### config.mk
export PLATFORM = sky130hd
export DESIGN_NAME = ram_sdp_param
export DESIGN_NICKNAME = d
export VERILOG_FILES = /design/src/rtl/ram_sdp_param.sv
export SDC_FILE = /design/constraint.sdc
export NUM_CORES = 1
export LEC_CHECK = 0
export BUFFER_PORTS_ARGS = -buffer_cell sky130_fd_sc_hd__buf_2
export CORE_MARGIN = 2
export CORE_UTILIZATION = 40
export DETAILED_ROUTE_END_ITERATION = 10
export PLACE_DENSITY = 0.61
export SLEW_MARGIN = 20
export SYNTH_ARGS = -nofsm -noshare
export SYNTH_HDL_FRONTEND = slang
export SYNTH_SLANG_ARGS = --single-unit
### constraint.sdc
create_clock -name clk -period 4.52 [get_ports clk]
set_input_delay 0.452 -clock clk [delete_from_list [all_inputs] [get_ports clk]]
set_output_delay 0.452 -clock clk [all_outputs]
set_load 0.01 [all_outputs]
### src/rtl/ram_sdp_param.sv
// Parametrised simple dual-port RAM: byte-enable writes, write-first bypass, 1/2-cycle read
// latency, post-reset clear sequencer. Optional per-byte parity via `RAM_SDP_PARITY_EN.
module ram_sdp_param #(
  parameter int DATA_W = 64,
  parameter int ADDR_W = 4,
  parameter int RD_LAT = 1
) (
  input  logic                  clk,
  input  logic                  rst_n,
  input  logic                  wr_en,
  input  logic [ADDR_W-1:0]     wr_addr,
  input  logic [DATA_W/8-1:0]   wr_be,
  input  logic [DATA_W-1:0]     wr_data,
  input  logic                  rd_en,
  input  logic [ADDR_W-1:0]     rd_addr,
  output logic [DATA_W-1:0]     rd_data,
  output logic                  rd_valid,
  output logic                  init_busy,
  output logic                  wr_drop,
  input  logic                  par_inj,
  output logic                  par_err
);
  localparam int unsigned BE_W  = DATA_W / 8;
  localparam int unsigned DEPTH = 1 << ADDR_W;

  localparam logic [0:0] ST_INIT = 1'b0;
  localparam logic [0:0] ST_RUN  = 1'b1;

  logic [0:0]        state_q, state_d;
  logic [ADDR_W-1:0] cnt_q, cnt_d;
  logic [DATA_W-1:0] mem [DEPTH];
  logic              run, do_rd;
  logic [DATA_W-1:0] rd_word;
  logic              rd_mis;
  logic              v1_q, pe1_q, drop_q;
  logic [DATA_W-1:0] d1_q;

  assign run       = (state_q == ST_RUN);
  assign do_rd     = run & rd_en;
  assign init_busy = ~run;
  assign wr_drop   = drop_q;

  always_comb begin
    state_d = state_q;
    cnt_d   = cnt_q;
    if (state_q == ST_INIT) begin
      cnt_d = cnt_q + ADDR_W'(1);
      if (&cnt_q) state_d = ST_RUN;
    end
  end

  always_ff @(posedge clk) begin
    if (state_q == ST_INIT) begin
      mem[cnt_q] <= '0;
    end else if (wr_en) begin
      for (int unsigned i = 0; i < BE_W; i++)
        if (wr_be[i]) mem[wr_addr][8*i +: 8] <= wr_data[8*i +: 8];
    end
  end

  // Write-first: bytes being written this edge override the stored word
  always_comb begin
    rd_word = mem[rd_addr];
    if (wr_en && (wr_addr == rd_addr)) begin
      for (int unsigned i = 0; i < BE_W; i++)
        if (wr_be[i]) rd_word[8*i +: 8] = wr_data[8*i +: 8];
    end
  end

`ifdef RAM_SDP_PARITY_EN
  logic [BE_W-1:0] par_mem [DEPTH];
  logic [BE_W-1:0] wr_par, rd_par;

  always_comb begin
    for (int unsigned i = 0; i < BE_W; i++) wr_par[i] = ^wr_data[8*i +: 8];
    wr_par[0] = wr_par[0] ^ par_inj;
  end

  always_ff @(posedge clk) begin
    if (state_q == ST_INIT) begin
      par_mem[cnt_q] <= '0;
    end else if (wr_en) begin
      for (int unsigned i = 0; i < BE_W; i++)
        if (wr_be[i]) par_mem[wr_addr][i] <= wr_par[i];
    end
  end

  always_comb begin
    rd_par = par_mem[rd_addr];
    if (wr_en && (wr_addr == rd_addr)) begin
      for (int unsigned i = 0; i < BE_W; i++)
        if (wr_be[i]) rd_par[i] = wr_par[i];
    end
    rd_mis = 1'b0;
    for (int unsigned i = 0; i < BE_W; i++)
      if ((^rd_word[8*i +: 8]) != rd_par[i]) rd_mis = 1'b1;
  end
`else
  logic unused_par;
  assign unused_par = par_inj;
  assign rd_mis     = 1'b0;
`endif

  always_ff @(posedge clk or negedge rst_n) begin
    if (!rst_n) begin
      state_q <= ST_INIT;
      cnt_q   <= '0;
      v1_q    <= 1'b0;
      pe1_q   <= 1'b0;
      d1_q    <= '0;
      drop_q  <= 1'b0;
    end else begin
      state_q <= state_d;
      cnt_q   <= cnt_d;
      v1_q    <= do_rd;
      pe1_q   <= do_rd & rd_mis;
      drop_q  <= ~run & (wr_en | rd_en);
      if (do_rd) d1_q <= rd_word;
    end
  end

  generate
    if (RD_LAT == 2) begin : g_lat2
      logic              v2_q, pe2_q;
      logic [DATA_W-1:0] d2_q;
      always_ff @(posedge clk or negedge rst_n) begin
        if (!rst_n) begin
          v2_q  <= 1'b0;
          pe2_q <= 1'b0;
          d2_q  <= '0;
        end else begin
          v2_q  <= v1_q;
          pe2_q <= pe1_q;
          if (v1_q) d2_q <= d1_q;
        end
      end
      assign rd_valid = v2_q;
      assign rd_data  = d2_q;
      assign par_err  = pe2_q;
    end else begin : g_lat1
      assign rd_valid = v1_q;
      assign rd_data  = d1_q;
      assign par_err  = pe1_q;
    end
  endgenerate

endmodule

==> flow_metrics.tcl <==
set metrics [dict create \
    final_hold_viol_count 0 \
    drc 0 \
    power.leakage_nw 17.78 \
    power.density_nw_per_um2 424.0 \
    status "complete, no violations" \
    grtUsageTotal 0.1835 \
    clk_pin_slew_worst_paths_ps 70 \
    vdd_drop_max_mv 0.2791 \
    muxShareOfSynthArea 0.1340 \
    finClkSkew_ps 37.28 \
    synthAdderAreaFrac 0.0002858 \
    io_pins 153 \
    drtIter0Drc 1871 \
    tritoncts "built" \
    finalSetupViolations 0 \
    timing.hold.ws_ps 204.2 \
    critPathArrivalTime_ps 4200 \
    grt_pass1_vias 23546 \
    clk_path_buf_depth 3 \
    cp-start-kind "register" \
    critical_path_class "register to register" \
    crit_required_ps 4930 \
    ys_warn_count 0 \
    nFillCells 9014 \
    synthesis.area_um2 43770 \
    core_um2 108700 \
    slew_viol_final 0 \
    finalCritPeriodShare 0.8391 \
    rows 121 \
    synth_cell_type_count 33 \
    io_buffers 150 \
    end_kind "register" \
    die_w_um 334.8 \
    postSynthCellCount 2232 \
    nets 2513 \
    totalWireLength_mm 103.3 \
    initial_core_util 0.4027 \
    area_growth_pct 15.03 \
    synth-xor-area-share 0.001401 \
    grt_pass1_wl_mm 153.0 \
    gr-total-overflow 0 \
    clockRootBuffer "clkbuf_16" \
    tightest_slew_ps 1155 \
    synth_top_family_by_area "multiplexers" \
    routedWlPerCell_um 26.27 \
    synth_nets 2318 \
    cts.htree.levels 3 \
    hpwlAfterDp_mm 65.27 \
    drt.antenna.violating_nets 0 \
    place_congestion 0.7762 \
    cts_inserted_buffers 104 \
    cts_resized 0 \
    syn_avg_cell_area_um2 19.61 \
    period_minus_slack_ps 3793 \
    rsz0062_at_grt "false" \
    cts_num_sinks 1095 \
    drive_gt1_frac 0.3074 \
    crit_fanout 30 \
    num_vias 22409 \
    yosys.area_share.simple 0.05162 \
    die_h_um 334.8 \
    slew-limit-headroom 0.2136 \
    max_freq_ghz 0.2637 \
    first_pass_iters 5 \
    antenna_found_initial 4 \
    drv_cap 0 \
    synth_compound_area_frac 0.04862 \
    drt-vias-per-instance 5.702 \
    ys_seq_elements 1095 \
    hold_class "input port to register" \
    clock_latency_ps 680 \
    die_area_um2 112100 \
    setup-tns-final_ps 0 \
    grt_max_degree 78 \
    yosysSeqAreaShare 0.7431 \
]
-- sequential cells by signal, summed over array words and instances, names as in the netlist --
name and cells:
rd_valid 1, run 1, rd_data 64, cnt_q 4
mem 1024, wr_drop 1
-- cell families after synthesis --
family,after synthesis
mux,265
flops,1095
compound gates,273
buf+inv,174
fa+ha+maj,1
simple gates,416
other cells,1
xor+xnor,7
-- repair_timing --
item | CTS | global route
setup endpoints to repair | 0 | 0
hold buffers | 1 | 0
hold endpoints to repair | 34 | 0
setup buffers | 0 | 0
-- stage by stage --
step                      setup slack (ps)  area [µm²]    util  total power, mW  instances
final                                727.4       50350  0.4632            21.35       3930
after global routing                 615.4       50350  0.4632            21.98       3929
after CTS                            771.6       50040  0.4604            21.50       3928
after detailed placement             685.8       46530  0.4280            12.70       3733
after global placement               807.4       46440  0.4272            12.66       3732
after floorplan                       1998       43770       -            12.18       2232
-- worst paths after layout --
kind / from / endpoint / slack, ps / cells past startpoint
worst max-delay path: run / mem[8][28] / 730 / 7
worst min-delay path: wr_be[5] / rd_data[40] / 200 / 3
worst max register to register: run / mem[8][28] / 730 / 7
worst min register to register: cnt_q[3] / cnt_q[3] / 570 / 1
max in group asynchronous: rst_n / rd_data[52] / 3090 / 3
min in group asynchronous: rst_n / rd_data[17] / 310 / 2
-- report_power, final --
group / switching, mW / internal (mW) / leakage [nW] / total, mW
clock network: 3.71 / 5.16 / 1.73 / 8.87
logic: 0.822 / 0.450 / 4.62 / 1.27
registers: 0.0402 / 11.2 / 11.4 / 11.2
total: 4.57 / 16.8 / 17.8 / 21.4
-- synthesized netlist by cell type (all sizes together) --
library cell | number | area (µm²)
edfxtp | 1024 | 30750
mux4 | 256 | 5766
and2 | 130 | 813.3
nor3 | 129 | 650.6
a22o | 128 | 1121
buf | 89 | 595.6
clkbuf | 83 | 311.6
dfrtp | 71 | 1777
nor2 | 71 | 266.5
a41oi | 64 | 560.5
and3 | 64 | 400.4
o21ai | 64 | 320.3
nor2b | 10 | 62.56
a21oi | 9 | 56.31
a31o | 8 | 70.07
nand2 | 8 | 30.03
mux2i | 6 | 60.06
xnor2 | 4 | 35.03
mux2 | 3 | 41.29
xor2 | 3 | 26.28
inv | 2 | 7.510
nor4 | 2 | 25.02
conb | 1 | 3.750
ha | 1 | 12.51
nand3 | 1 | 5.000
nand4 | 1 | 6.260
-- per-layer routing --
| metal | routed length [µm] | part of all wire | global-route usage | vias to the layer above |
|---|---|---|---|---|
| li1 | - | - | - | 9614 |
| met1 | 43010 | 0.42 | 0.2472 | 11878 |
| met4 | 2600 | 0.025 | 0.05744 | 4 |
| met2 | 50970 | 0.49 | 0.3044 | 752 |
| met3 | 6655 | 0.064 | 0.03285 | 161 |
| met5 | 21 | 0.00020 | 0 | - |
-- cell usage in the layout, fill, tap and decap left out, types with 4 or more instances in the layout --
cell       instances
a22o_1           128
a41oi_1           64
edfxtp_1        1024
o21ai_1           32
clkinv_2          23
o21ai_0           32
clkinv_1          14
and3_1            64
xnor2_1            4
nor3_1            59
nor2b_1            8
clkbuf_8          12
mux2i_4            6
clkinv_8           4
dfrtp_1           70
buf_4            101
nor2_1            70
nand2_1            7
bufinv_16         12
clkbuf_1          20
a21oi_1            8
nor3_2            69
clkbuf_16        105
buf_12             8
buf_2            147
and2_1           128
a31o_2             8
mux4_2           256
-- critical path: stages, from the launching register on --
cell and delay, ps:
dfrtp_2 810, nand2_1 190, a21oi_4 580, mux2i_4 1050
buf_4 380, buf_4 200, nor3_1 60, buf_4 220
-- layout make-up --
cell class	count	area, µm²	area share
multi-input combinational	963	10790	0.2143
clock inverter	57	636.9	0.01265
tap	1414	1769	0.03514
inverter	2	7.507	0.0001491
clock buffer	137	2868	0.05695
antenna	1	2.502	0.00004970
sequential	1095	32530	0.6460
timing repair buffer	261	1749	0.03474
No activity file was read; power rests on OpenSTA's default activity.
